--- src/rtl/wm_ron_pkg.sv ---
// -----------------------------------------------------------------------------
// wm_ron_pkg
// Shared definitions for the RON master: request op encoding, command codes
// driven on ron_ctrl, and the master FSM state enum.
// Optional feature macro used by the importing files: WM_RESULT_CHECK_EN.
// -----------------------------------------------------------------------------
package wm_ron_pkg;

  // Request op encoding on req_op
  typedef enum logic [1:0] {
    OP_DEC1 = 2'b00,
    OP_INC2 = 2'b01,
    OP_INV  = 2'b10,
    OP_ILL  = 2'b11
  } op_e;

  // Command codes on ron_ctrl
  localparam logic [2:0] CTRL_IDLE = 3'b000;
  localparam logic [2:0] CTRL_DEC1 = 3'b001;
  localparam logic [2:0] CTRL_INC2 = 3'b010;
  localparam logic [2:0] CTRL_INV  = 3'b011;

  typedef enum logic [1:0] {
    ST_IDLE  = 2'b00,
    ST_ISSUE = 2'b01,
    ST_CAPT  = 2'b10,
    ST_RESP  = 2'b11
  } state_e;

  // Map a request op to the unit command; the illegal op never issues.
  function automatic logic [2:0] ctrl_code(input op_e op);
    logic [2:0] code;
    case (op)
      OP_DEC1: code = CTRL_DEC1;
      OP_INC2: code = CTRL_INC2;
      OP_INV:  code = CTRL_INV;
      default: code = CTRL_IDLE;
    endcase
    return code;
  endfunction

endpackage

--- src/rtl/wm_ron_expect.sv ---
// -----------------------------------------------------------------------------
// wm_ron_expect
// Purely combinational reference of the processing unit: computes the result
// the unit should return for (op, data), 8-bit modulo arithmetic.
// Ports:
//   op_i   - latched request op
//   data_i - latched operand
//   exp_o  - expected unit result
// -----------------------------------------------------------------------------
module wm_ron_expect
  import wm_ron_pkg::*;
(
  input  op_e        op_i,
  input  logic [7:0] data_i,
  output logic [7:0] exp_o
);

  always_comb begin
    exp_o = data_i;
    case (op_i)
      OP_DEC1: exp_o = data_i - 8'd1;
      OP_INC2: exp_o = data_i + 8'd2;
      OP_INV:  exp_o = ~data_i;
      default: exp_o = data_i;
    endcase
  end

endmodule

--- src/rtl/wm_ron_master.sv ---
// -----------------------------------------------------------------------------
// wm_ron_master
// Single-outstanding request/response master for a RON processing unit.
// Accepts one request in IDLE, issues a one-cycle command to the unit, captures
// the unit's registered result one cycle later and presents it downstream,
// holding it until rsp_ready. Illegal ops are answered with rsp_err and no
// command.
// Optional feature: define WM_RESULT_CHECK_EN to compare the unit result with
// a locally computed expectation (wm_ron_expect) and count mismatches.
// Ports:
//   clk, rst                   - clock, synchronous active-high reset
//   req_valid/req_ready        - request handshake, req_op / req_data payload
//   rsp_valid/rsp_ready        - response handshake, rsp_data / rsp_err payload
//   ron_ctrl, ron_data_in      - command and operand to the unit
//   ron_data_out, ron_status   - unit result (1-cycle latency) and status
//   txn_count, mismatch_cnt    - saturating completion / mismatch counters
// -----------------------------------------------------------------------------
module wm_ron_master
  import wm_ron_pkg::*;
#(
  parameter int CNT_W = 16
) (
  input  logic             clk,
  input  logic             rst,
  input  logic             req_valid,
  output logic             req_ready,
  input  logic [1:0]       req_op,
  input  logic [7:0]       req_data,
  output logic             rsp_valid,
  input  logic             rsp_ready,
  output logic [7:0]       rsp_data,
  output logic             rsp_err,
  output logic [2:0]       ron_ctrl,
  output logic [7:0]       ron_data_in,
  input  logic [7:0]       ron_data_out,
  input  logic [7:0]       ron_status,
  output logic [CNT_W-1:0] txn_count,
  output logic [CNT_W-1:0] mismatch_cnt
);

  state_e           state_q, state_d;
  op_e              op_q;
  logic [7:0]       opd_q;
  logic [7:0]       rsp_data_q;
  logic             rsp_err_q;
  logic [CNT_W-1:0] txn_q, txn_d;
  logic             accept;
  logic             unit_held;
  logic             rsp_done;
  logic             mismatch;
  logic             unused_status;

  // Only bit1 of the unit status matters to this master.
  assign unused_status = ^{ron_status[7:2], ron_status[0]};
  assign unit_held     = ron_status[1];
  assign accept        = req_valid && req_ready;
  assign rsp_done      = (state_q == ST_RESP) && rsp_ready;

`ifdef WM_RESULT_CHECK_EN
  logic [7:0]       exp_res;
  logic [CNT_W-1:0] mm_q, mm_d;

  wm_ron_expect u_expect (
    .op_i   (op_q),
    .data_i (opd_q),
    .exp_o  (exp_res)
  );

  assign mismatch = (ron_data_out != exp_res);

  always_comb begin
    mm_d = mm_q;
    if (state_q == ST_CAPT && mismatch && mm_q != '1) mm_d = mm_q + CNT_W'(1);
  end

  always_ff @(posedge clk) begin
    if (rst) mm_q <= '0;
    else     mm_q <= mm_d;
  end

  assign mismatch_cnt = mm_q;
`else
  assign mismatch     = 1'b0;
  assign mismatch_cnt = '0;
`endif

  // State register
  always_ff @(posedge clk) begin
    if (rst) state_q <= ST_IDLE;
    else     state_q <= state_d;
  end

  // Next-state logic
  always_comb begin
    state_d = state_q;
    case (state_q)
      ST_IDLE:  if (accept) state_d = (op_e'(req_op) == OP_ILL) ? ST_RESP : ST_ISSUE;
      ST_ISSUE: if (!unit_held) state_d = ST_CAPT;
      ST_CAPT:  state_d = ST_RESP;
      ST_RESP:  if (rsp_ready) state_d = ST_IDLE;
      default:  state_d = ST_IDLE;
    endcase
  end

  // Output logic; req_ready is also gated by rst so it reads 0 while reset is held.
  always_comb begin
    req_ready   = (state_q == ST_IDLE) && !rst;
    rsp_valid   = (state_q == ST_RESP);
    ron_ctrl    = CTRL_IDLE;
    ron_data_in = 8'h00;
    if (state_q == ST_ISSUE) begin
      ron_data_in = opd_q;
      if (!unit_held) ron_ctrl = ctrl_code(op_q);
    end
  end

  always_comb begin
    txn_d = txn_q;
    if (rsp_done && txn_q != '1) txn_d = txn_q + CNT_W'(1);
  end

  // Request latch, response capture and completion counter
  always_ff @(posedge clk) begin
    if (rst) begin
      op_q       <= OP_DEC1;
      opd_q      <= 8'h00;
      rsp_data_q <= 8'h00;
      rsp_err_q  <= 1'b0;
      txn_q      <= '0;
    end else begin
      txn_q <= txn_d;
      if (state_q == ST_IDLE && accept) begin
        op_q  <= op_e'(req_op);
        opd_q <= req_data;
        if (op_e'(req_op) == OP_ILL) begin
          rsp_data_q <= 8'h00;
          rsp_err_q  <= 1'b1;
        end
      end else if (state_q == ST_CAPT) begin
        rsp_data_q <= ron_data_out;
        rsp_err_q  <= mismatch;
      end
    end
  end

  assign rsp_data  = rsp_data_q;
  assign rsp_err   = rsp_err_q;
  assign txn_count = txn_q;

endmodule

--- config.mk ---
export PLATFORM = sky130hd
export DESIGN_NAME = wm_ron_master
export DESIGN_NICKNAME = d
export VERILOG_FILES = /design/src/rtl/wm_ron_pkg.sv /design/src/rtl/wm_ron_expect.sv /design/src/rtl/wm_ron_master.sv
export SDC_FILE = /design/constraint.sdc
export NUM_CORES = 1
export LEC_CHECK = 0
export CAP_MARGIN = 15
export CORE_ASPECT_RATIO = 1.2
export CORE_MARGIN = 3
export CORE_UTILIZATION = 65
export CTS_BUF_LIST = sky130_fd_sc_hd__clkbuf_8
export DETAILED_ROUTE_END_ITERATION = 8
export DONT_BUFFER_PORTS = 1
export PLACE_DENSITY = 0.79
export SYNTH_ARGS = -nofsm -noshare
export SYNTH_HDL_FRONTEND = slang
export SYNTH_SLANG_ARGS = --single-unit
--- constraint.sdc ---
create_clock -name clk -period 2.2 [get_ports clk]
set_input_delay 0.44 -clock clk [delete_from_list [all_inputs] [get_ports clk]]
set_output_delay 0.44 -clock clk [all_outputs]
set_load 0.005 [all_outputs]
After elaboration in Yosys (flattened, before gate mapping)
Cells that the tools add are included.
{ "word_totals": {"reg_bits": 37, "output_inout_bits": 54, "wordCells": 44, "input_bits": 30} }
{ "classes": {"mux": 15, "add_sub_neg": 1, "reduce_logical": 11, "n_eq_ne": 11} }
{ "op_table": {"columns": ["cell", "n"], "rows": [
  ["8-bit 2-to-1 mux", 4],
  ["16-bit by 1-bit adder with 16-bit output, second input constant", 1],
  ["16-bit inequality test, second input constant", 1],
  ["2-bit 2-to-1 mux", 6],
  ["2-bit equality test, second input constant", 4],
  ["2-bit one-hot mux with 4 select lines", 1],
  ["2-bit one-hot mux with 3 select lines", 1],
  ["1-bit logical AND", 5],
  ["2-bit by 1-bit equality test with 1-bit output, second input constant", 2],
  ["2-bit zero test", 2],
  ["2-bit by 1-bit inequality test with 1-bit output, second input constant", 2],
  ["2-bit inequality test, second input constant", 2],
  ["1-bit 2-to-1 mux", 3],
  ["3-bit AND reduction", 1],
  ["2-bit AND reduction", 1],
  ["2-bit nonzero test", 1],
  ["1-bit zero test", 1]
]} }

Longest topological paths before layout
Gate-level depths: netlist (run 1).
{ "logic_depth": {"word_depth": 6, "mapped_depth": 7, "depth_no_buf": 6} }

Least setup slack after synthesis (run 1)
No wires, ideal clock.
{ "synth_timing": {"kind": "register to register", "startpoint": "register state_q[0]", "endpoint": "register txn_q[9] (netlist: txn_count[9])", "t_arrival_ps": 1536, "setup_slack_ps": 594, "period_less_slack_ps": 1606, "setup_ps": 70, "path_buffers": 0, "stages_incl_launch_ff": 6, "required_time_ps": 2130, "cell_sequence": "dfxtp_1 -> ha_1 -> and4_1 -> nand2_2 -> or4_1 -> a21oi_1"} }
{ "synth_between": {"elab_chain_cells": 3} }
{ "synth_rtl": {"columns": ["item", "line_no", "text"], "rows": [
  ["start, declared", "wm_ron_master.sv:41", "state_e state_q, state_d;"],
  ["start signal, assigned", "wm_ron_master.sv:90", "else state_q <= state_d;"],
  ["2-bit equality test", null, null],
  ["via rsp_valid", "wm_ron_master.sv:29", "output logic rsp_valid,"],
  ["1-bit logical AND", "wm_ron_master.sv:57", "assign rsp_done = (state_q == ST_RESP) && rsp_ready;"],
  ["1-bit logical AND", "wm_ron_master.sv:119", "if (rsp_done && txn_q != '1) txn_d = txn_q + CNT_W'(1);"],
  ["end signal, assigned", "wm_ron_master.sv:131", "txn_q <= txn_d;"],
  ["end, declared", "wm_ron_master.sv:46", "logic [CNT_W-1:0] txn_q, txn_d;"]
]} }
The timed path passes the listed nets, and every way through them passes these cells.
A chain may end at the register's enable or synchronous reset.

Worst setup path in the final report (run 1)
{ "layout_timing": {"startpoint": "register state_q[0]", "endpoint": "register rsp_data_q[1] (netlist: rsp_data[1])"} }
{ "layout_between": {"elab_chain_cells": 6, "word_cells_on_any_way": 9, "classes_between": "eq/ne (2); mux (1); reduce/logical (6)"} }
{ "layout_rtl": {"columns": ["item", "line_no", "text"], "rows": [
  ["2-bit zero test", "wm_ron_master.sv:107, wm_ron_master.sv:132", null],
  ["1-bit logical AND", "wm_ron_master.sv:107", "req_ready = (state_q == ST_IDLE) && !rst;"],
  ["1-bit logical AND", "wm_ron_master.sv:56", "assign accept = req_valid && req_ready;"],
  ["1-bit logical AND", "wm_ron_master.sv:132", "if (state_q == ST_IDLE && accept) begin"],
  ["2-bit by 1-bit inequality test with 1-bit output (no line) / 2-bit nonzero test (equally long branches)", null, null],
  ["2-bit AND reduction (no line)", null, null],
  ["end signal, assigned", "wm_ron_master.sv:140", "rsp_data_q <= ron_data_out;"],
  ["end, declared", "wm_ron_master.sv:44", "logic [7:0] rsp_data_q;"]
]} }
Several ways; a longest one is shown, not always the timed one.

==> impl_metrics.yaml, run 1 <==
worst_setup_path:
  cp-start-kind: "flip-flop"
  worstPathRequired_ns: 2.41
  worstPathCellList: "inv_1 > ha_1 > and3b_1 > mux2i_1 > a22oi_1 > nor2_1"
  cp_slowest_stage_delay_ns: 0.54
  worst-path-buf-inv: 1
  crit_path_top_delay_cell: "mux2i_1"
  critical_path_class: "flip-flop to flip-flop"
  end_kind: "flip-flop"
  arrival_ns: 2.06
  worstPathMaxFanout: 8
  cpLargestDelayFamily: "multiplexers"
yosys:
  synth_fa_ha_area_share_pct: 3.245
  synth_top_area_share_pct: 38.42
  synth_cell_types: 44
  synth_compound_area_share_pct: 14.60
  synth-main-ff-cell: "dfxtp_1"
  synth-simple-area-share_pct: 30.95
  synth.avg_cell_area_sq_um: 8.804
  syn_inst: 219
  ys_ff_latch: 37
  synthArstFlopShare_pct: 0
  synthesis.area_sq_mm: 0.001928
  synth_area_leader_cell: "dfxtp_1"
  synthXorXnorAreaFrac_pct: 0.9085
  ys_seq_area_share_pct: 38.42
  synthMuxAreaShare_pct: 1.038
  synth-edff-count: 0
  synthTopCellsByCount: "dfxtp_1 (37), nand2_1 (26), nor2_1 (18), buf_4 (17), a21oi_1 (13)"
  yosys_warnings: 0
  synth_area_leaders: "dfxtp_1 (38%), buf_4 (6.6%), nand2_1 (5.1%)"
  synth_most_common_cell: "dfxtp_1"
  synth_top_family_by_area: "simple AND/OR/NAND/NOR gates"
grt:
  grt_start_max_net_pins: 42
  grt_pass1_wl_um: 6389
  antenna_found_initial: 0
  grt_pass1_vias: 1382
  grt_overflow: 0
  groute.usage.overall_pct: 22.59
floorplan:
  die_x_um: 55.72
  die_area_sq_mm: 0.003659
  num_io_pins: 84
  core_sq_mm: 0.002811
  chipHeight_um: 65.66
  std_cell_rows: 21
  initial_core_util_pct: 68.58
clock_network:
  tritoncts_num_sinks: 37
  cts_post_setup_buffers_inserted: 0
  cts_tree: "yes"
  cts-buffers-inserted: 5
  htreeDepth: 2
  ctsHoldBuffers: 0
  clk_pin_slew_ns: 0.07
  cts_resized: 0
  clockBufferDepth: 2
  clk_latency_ns: 0.29
  cts-root-buf: "clkbuf_8"
cells_and_area:
  nets: 254
  multi_input_area_sq_mm: 0.001042
  regArea_sq_um: 740.7
  syn_to_final_growth_pct: 1.103
  diodes: 0
  drive_above_1_share_pct: 9.589
  final_area_sq_mm: 0.001949
  fillers: 221
sta:
  tightestPinTransition_ns: 0.5830
  drv_slew: 0
  fmaxAchievable_mhz: 540.3
  tns_ns: 0
  rsz0062_at_grt: "false"
  fin_skew_ns: 0.005628
  finalSetupViolCount: 0
  finalCritPeriodShare_pct: 84.13
  period_needed_ns: 1.851
  maxSlewHeadroom_pct: 60.02
  hold_viol: 0
power_and_ir_drop:
  powerDensity_mw_per_mm2: 847.9
  p_total_mw: 1.653
  p_leak_nw: 0.7941
  peakVddDrop_mv: 0.6659
detailed_routing:
  routed_wl_um: 4055
  ant_nets: 0
  drt_iter0_drc: 129
  post_drt_wl_per_cell_um: 16.03
  vias_per_cell: 6.257
  drt-pass1-iter-count: 5
  drc_errors: 0
  via_count: 1583
placement:
  placed_area_sq_mm: 0.001863
  portBuffers: 0
  globalplace.congestion: 0.7383
  dp_hpwl_um: 2930
worst_hold_path:
  worstHoldPathType: "input pin to flip-flop"
job:
  maxCapViolCount: 0
outcome:
  status: "finished, final reports clean"
-- kinds of logic (layout without fill, tap and decap cells) --
| kind of cell | count (synthesis) | count (layout) |
|---|---|---|
| compound gates | 42 | 42 |
| flops | 37 | 37 |
| buf+inv | 31 | 15 |
| mux | 2 | 2 |
| other cells | 1 | 17 |
| xor+xnor | 2 | 2 |
| fa+ha+maj | 5 | 5 |
| simple gates | 99 | 99 |
-- registers in the layout, summed over array words and instances (netlist names) --
signal     flops
op_q           2
opd_q          8
rsp_data       8
rsp_err        1
state_q        2
txn_count     16
-- worst register-to-register path, stage by stage, from the launching register on --
cell	delay, ns
dfxtp_1	0.34
inv_1	0.09
ha_1	0.27
and3b_1	0.25
mux2i_1	0.54
a22oi_1	0.14
nor2_1	0.15
-- final timing paths --
check | cells past startpoint | from | end | slack (ns)
min | 1 | rst | txn_count[3] | 0.22
min reg2reg | 2 | opd_q[3] | opd_q[3] | 0.48
max reg2reg | 6 | state_q[0] | rsp_data[1] | 0.35
max | 6 | state_q[0] | rsp_data[1] | 0.35
-- metal layers --
metal / track usage (%) / wire [um] / part of all wire, %
met5: 0 / 0 / 0
met2: 39.05 / 2112 / 52
met4: 11.55 / 99 / 2.4
met1: 25.09 / 1569 / 39
met3: 6.680 / 275 / 6.8
-- power breakdown --
part | switching (mW) | internal, mW
sequential | 0.0560 | 0.747
combinational | 0.227 | 0.155
clock | 0.224 | 0.244
total | 0.507 | 1.15
-- placed cells by master, fill, tap and decap left out, types with 3 or more instances in the layout --
master / netlist / final
nand3_1: 3 / 3
nand2_1: 26 / 26
or3_1: 7 / 7
nand4_1: 3 / 3
o31ai_1: 6 / 6
inv_1: 6 / 7
a21oi_1: 13 / 13
and2_1: 10 / 10
a22oi_1: 9 / 9
dfxtp_1: 37 / 37
nor2_1: 18 / 18
clkbuf_8: 1 / 6
o21ai_0: 6 / 6
ha_1: 5 / 5
nand3b_1: 10 / 10
conb_1: 1 / 17
or4_1: 5 / 5
-- final cells by class --
| cell class | instances | share of cell area, % |
|---|---|---|
| multi-input combinational | 167 | 53.47 |
| sequential | 37 | 38.00 |
| clock buffer | 6 | 4.236 |
| tap | 34 | 2.182 |
| inverter | 6 | 1.155 |
| timing repair buffer | 2 | 0.7702 |
| clock inverter | 1 | 0.1926 |
-- through the flow --
stage	util [%]	hold slack (ns)	setup WS, ns	instances
finish	69.34	0.2151	0.3491	253
global route	69.34	0.1994	0.1481	253
CTS	69.34	0.2096	0.3615	253
detailed placement	66.27	0.4633	0.3729	246
global placement	66.27	0.4550	0.4467	246
floorplan	-	0.4444	0.5941	235
No activity file was read; power rests on OpenSTA's default activity.
==> run 2: changes to the inputs <==
--- a/config.mk
+++ b/config.mk
@@ -5,14 +5,15 @@
 export SDC_FILE = /design/constraint.sdc
 export NUM_CORES = 1
 export LEC_CHECK = 0
+export ABC_AREA = 1
 export CAP_MARGIN = 15
 export CORE_ASPECT_RATIO = 1.2
 export CORE_MARGIN = 3
-export CORE_UTILIZATION = 65
+export CORE_UTILIZATION = 59
 export CTS_BUF_LIST = sky130_fd_sc_hd__clkbuf_8
 export DETAILED_ROUTE_END_ITERATION = 8
 export DONT_BUFFER_PORTS = 1
-export PLACE_DENSITY = 0.79
+export PLACE_DENSITY = 0.76
 export SYNTH_ARGS = -nofsm -noshare
 export SYNTH_HDL_FRONTEND = slang
 export SYNTH_SLANG_ARGS = --single-unit
==> constraint.sdc (replaced) <==
create_clock -name clk -period 1.5 [get_ports clk]
set_input_delay 0.3 -clock clk [delete_from_list [all_inputs] [get_ports clk]]
set_output_delay 0.3 -clock clk [all_outputs]
set_load 0.005 [all_outputs]
==> impl_metrics.yaml, run 2 <==
yosys:
  ys_ff_latch: 37
  synthArstFlopShare_pct: 0
  synth-edff-count: 0
  synth_top_area_share_pct: 37.28
  synth_most_common_cell: "nand2_1"
  syn_inst: 297
  ys_seq_area_share_pct: 37.28
  synth-main-ff-cell: "dfxtp_1"
  synth_area_leaders: "dfxtp_1 (37%), nand2_1 (17%), nor2_1 (7.9%)"
  synth.avg_cell_area_sq_um: 6.690
  synthesis.area_sq_mm: 0.001987
  synthTopCellsByCount: "nand2_1 (91), nor2_1 (42), dfxtp_1 (37), inv_1 (28), a21oi_1 (22)"
  synth_area_leader_cell: "dfxtp_1"
  synth_cell_types: 22
  yosys_warnings: 0
floorplan:
  num_io_pins: 84
  initial_core_util_pct: 63.32
  die_area_sq_mm: 0.004103
  die_x_um: 58.98
  core_sq_mm: 0.003138
  std_cell_rows: 22
  chipHeight_um: 69.57
worst_setup_path:
  worstPathCellList: "ha_1 > buf_4 > inv_1 > o21ai_0 > a21oi_1 > o21ai_0 > a21oi_1"
  critical_path_class: "flip-flop to flip-flop"
  worstPathMaxFanout: 4
  cp-start-kind: "flip-flop"
  worstPathRequired_ns: 1.70
  crit_path_top_delay_cell: "dfxtp_4"
  end_kind: "flip-flop"
  arrival_ns: 1.69
  cp_slowest_stage_delay_ns: 0.36
detailed_routing:
  post_drt_wl_per_cell_um: 11.82
  vias_per_cell: 4.966
  routed_wl_um: 4231
  drc_errors: 0
  drt_iter0_drc: 51
  ant_nets: 0
  drt-pass1-iter-count: 4
  via_count: 1778
sta:
  finalSetupViolCount: 0
  finalCritPeriodShare_pct: 99.47
  worst_slack_ns: 0.007890
  hold_viol: 0
  fmaxAchievable_mhz: 670.2
  drv_slew: 0
  period_needed_ns: 1.492
  fin_skew_ns: 0.005644
  rsz0062_at_grt: "true"
grt:
  grt_pass1_wl_um: 6982
  groute.usage.overall_pct: 21.22
  grt_overflow: 0
  grt_pass1_vias: 1685
  grt_start_max_net_pins: 27
  antenna_found_initial: 0
power_and_ir_drop:
  p_leak_nw: 1.068
  peakVddDrop_mv: 0.9386
  powerDensity_mw_per_mm2: 1155
placement:
  dp_hpwl_um: 3136
  portBuffers: 0
  globalplace.congestion: 0.8359
  placed_area_sq_mm: 0.002105
  dpl.cell_count: 349
  dpl_worst_slack_ns: -0.01027
cells_and_area:
  diodes: 0
  final_cell_count_no_fill: 358
  final_core_util_pct: 74.20
  final_area_sq_mm: 0.002328
  largest_register_ffs: 16
  final_cell_mix: "nand2_1 (86), nor2_1 (41), dfxtp_1 (33), inv_1 (28), buf_4 (23)"
  syn_to_final_growth_pct: 17.19
  final_common_cell: "nand2_1"
  drive_above_1_share_pct: 21.74
  nets: 356
clock_network:
  cts_tree: "yes"
  tritoncts_num_sinks: 37
  htreeDepth: 2
  cts-buffers-inserted: 5
  clk_pin_slew_ns: 0.07
  clk_latency_ns: 0.29
  clockBufferDepth: 2
  cts-root-buf: "clkbuf_8"
job:
  maxCapViolCount: 0
worst_hold_path:
  worstHoldPathType: "input pin to flip-flop"
outcome:
  status: "finished, final reports clean"
==> run 2: changes by cell type in the layout (fill, tap and decap cells not counted), sizes merged, moves of 11 or more <==
cell | before | now
nor2 | 18 | 51
and2 | 11 | 0
nand3 | 3 | 20
buf | 2 | 24
nand2 | 27 | 95
inv | 7 | 34
==> run 2: final cells by class <==
cell class / instances / area [sq um]
inverter: 33 / 128.9
clock inverter: 2 / 33.78
multi-input combinational: 220 / 1104
clock buffer: 6 / 82.58
sequential: 37 / 750.7
timing repair buffer: 24 / 183.9
tap: 36 / 45.04
fill: 252 / 809.5
==> run 2: worst paths after layout <==
| kind | from | to | slack (ns) | cells past startpoint |
|---|---|---|---|---|
| worst max-delay path | state_q[0] | state_q[0] | 0.008 | 7 |
| worst min-delay path | rst | txn_count[14] | 0.07 | 1 |
| worst max register to register | state_q[0] | state_q[0] | 0.008 | 7 |
| worst min register to register | opd_q[1] | opd_q[1] | 0.46 | 2 |
==> run 2: per-stage QoR <==
step	hold WS [ns]	power [mW]	TNS (ns)
floorplan	0.3691	1.607	0
global placement	0.3740	1.695	0
detailed placement	0.3729	1.713	-0.01027
CTS	0.06577	2.615	0
global route	0.06507	2.842	-0.4024
finish	0.07195	2.689	0
==> run 2: critical path: cells and delay by family, from the launching register on <==
kind	cells	cell delay, ns
flip-flops	1	0.36
adder cells (fa/ha/maj)	1	0.22
AO/OA/AOI/OAI	4	0.64
buffers and inverters	2	0.19
==> run 2: cell families after synthesis <==
| family | synth area share, % |
|---|---|
| AND/OR/NAND/NOR | 37.53 |
| buffers and inverters | 14.29 |
| flip-flops | 37.28 |
| AO/OA/AOI/OAI | 7.557 |
| adder cells (fa/ha/maj) | 3.149 |
| other | 0.1887 |
==> run 2: what timing repair did <==
action / 4_1_cts / 5_1_grt
setup buffers: 0 / 1
resized for setup: 6 / 24
endpoints found under the setup margin: 14 / 31
pin swaps: 0 / 9
gates cloned: 0 / 0
hold buffers: 0 / 0
==> run 2: power breakdown <==
part | internal [mW] | switching (mW) | leakage (nW)
logic | 0.240 | 0.374 | 0.703
registers | 1.11 | 0.0907 | 0.303
clock network | 0.535 | 0.341 | 0.0626
==> run 2: layer usage <==
metal | wire length, um | track usage (%) | vias up
met4 | 66 | 8.816 | 0
met2 | 2275 | 37.59 | 52
met1 | 1610 | 22.94 | 792
met5 | 0 | 0 | -
met3 | 278 | 5.587 | 6
li1 | - | - | 928
==> run 3: changes to the inputs <==
--- a/config.mk
+++ b/config.mk
@@ -14,6 +14,7 @@
 export DETAILED_ROUTE_END_ITERATION = 8
 export DONT_BUFFER_PORTS = 1
 export PLACE_DENSITY = 0.76
+export SETUP_SLACK_MARGIN = 0.2
 export SYNTH_ARGS = -nofsm -noshare
 export SYNTH_HDL_FRONTEND = slang
 export SYNTH_SLANG_ARGS = --single-unit
==> impl_metrics.yaml, run 3 (synthesized netlist as in run 2, its figures left out) <==
outcome:
  status: "complete, but fails checks"
  violations: "setup timing"
grt:
  groute.usage.overall_pct: 25.51
  grt_start_max_net_pins: 27
  grt_overflow: 0
  grt_pass1_vias: 1907
  grt_pass1_wl_um: 8197
  antenna_found_initial: 0
detailed_routing:
  via_count: 2023
  vias_per_cell: 5.395
  drt-pass1-iter-count: 4
  routed_wl_um: 5756
  drt_iter0_drc: 126
  ant_nets: 0
  post_drt_wl_per_cell_um: 15.35
  drc_errors: 0
worst_setup_path:
  critical_path_class: "flip-flop to flip-flop"
  worstPathCellList: "ha_4 > nand2_4 > nor2_4 > nand2_2 > nor2_4 > buf_12 > inv_2 > a21oi_2 > nor2_1"
  cp_slowest_stage_delay_ns: 0.36
  worstPathRequired_ns: 1.69
  end_kind: "flip-flop"
  cpLargestDelayFamily: "simple AND/OR/NAND/NOR gates"
  crit_path_top_delay_cell: "dfxtp_2"
  worst-path-buf-inv: 2
  cp-start-kind: "flip-flop"
  cp_common_cell: "nor2_4"
  arrival_ns: 1.70
  worstPathMaxFanout: 6
power_and_ir_drop:
  powerDensity_mw_per_mm2: 1077
  peakVddDrop_mv: 1.215
  p_leak_nw: 1.261
  p_total_mw: 2.987
sta:
  drv_slew: 0
  finalCritPeriodShare_pct: 100.9
  fin_skew_ns: 0.006658
  period_needed_ns: 1.513
  whs_ns: 0.05258
  fmaxAchievable_mhz: 660.9
  worst_slack_ns: -0.01318
  hold_viol: 0
  rsz0062_at_grt: "true"
  finalSetupViolCount: 1
floorplan:
  initial_core_util_pct: 63.32
  die_x_um: 58.98
  die_area_sq_mm: 0.004103
  core_sq_mm: 0.003138
  std_cell_rows: 22
  num_io_pins: 84
  chipHeight_um: 69.57
clock_network:
  htreeDepth: 2
  cts-buffers-inserted: 5
  clk_pin_slew_ns: 0.08
  tritoncts_num_sinks: 37
  clk_latency_ns: 0.30
  clockBufferDepth: 2
  cts_tree: "yes"
  cts-root-buf: "clkbuf_8"
  ctsHoldBuffers: 0
placement:
  dp_hpwl_um: 3097
  globalplace.congestion: 0.8842
  placed_area_sq_mm: 0.002122
  portBuffers: 0
cells_and_area:
  diodes: 0
  final_area_sq_mm: 0.002773
  final_cell_mix: "nand2_1 (78), dfxtp_1 (33), buf_4 (33), nor2_1 (26), inv_1 (22)"
  largest_register_ffs: 16
  syn_to_final_growth_pct: 39.55
  final_common_cell: "nand2_1"
  drive_above_1_share_pct: 38.94
  nets: 373
job:
  maxCapViolCount: 0
worst_hold_path:
  worstHoldPathType: "input pin to flip-flop"
[run 3: cell count changes in the layout (fill, tap and decap cells not counted), moves of 5 or more]
cell,delta
nand2_4,+7
buf_6,+5
nor2_1,-15
nand3_1,-8
nand2_1,-8
buf_4,+10
inv_1,-6
nor2_4,+11
inv_2,+5
nand3_2,+6
[run 3: layer usage]
metal  global-route usage [%]  vias to the layer above  share of wire, %
li1                         -                      967                 -
met1                    27.57                      926                34
met2                    42.87                      105                53
met3                    9.125                       25               7.7
met4                    12.09                        0               5.0
met5                        0                        -                 0
[run 3: repair_timing]
| item | in CTS | in global routing |
|---|---|---|
| cloned | 1 | 0 |
| pin swaps | 19 | 26 |
| setup buffers | 11 | 6 |
| setup endpoints to repair | 39 | 47 |
| resized for setup | 54 | 44 |
[run 3: final cells by class]
cell class / count / area [sq um]
tap: 36 / 45.04
fill: 156 / 365.4
timing repair buffer: 40 / 335.3
clock inverter: 2 / 37.54
sequential: 37 / 750.7
inverter: 33 / 131.4
clock buffer: 6 / 82.58
multi-input combinational: 221 / 1390
[run 3: report_power, final]
part	switching (mW)	total [mW]	internal, mW
clock	0.367	0.908	0.541
sequential	0.109	1.22	1.11
combinational	0.484	0.861	0.377
total	0.960	2.99	2.03
[run 3: path summary, 6_finish.rpt]
path,startpoint,end,slack [ns],cells after the start
min,rst,rsp_data[2],0.05,1
max reg2reg,txn_count[1],txn_count[11],-0.01,9
max,txn_count[1],txn_count[11],-0.01,9
min reg2reg,opd_q[0],opd_q[0],0.46,2
[run 3: metrics by stage]
stage	TNS [ns]	worst slack, ns	cells	util (%)
5_1_grt	-0.4885	-0.05924	375	88.36
6_report	-0.01318	-0.01318	375	88.36
3_3_place_gp	0	0.03261	349	67.62
2_1_floorplan	0	0.1655	313	-
4_1_cts	0	0.04215	369	80.78
3_5_place_dp	-0.03053	-0.01325	349	67.62
[run 3: worst register-to-register path, cell delays in order (launching register included)]
cell     delay (ns)
dfxtp_2        0.36
ha_4           0.15
nand2_4        0.06
nor2_4         0.22
nand2_2        0.10
nor2_4         0.14
buf_12         0.14
inv_2          0.05
a21oi_2        0.12
nor2_1         0.06
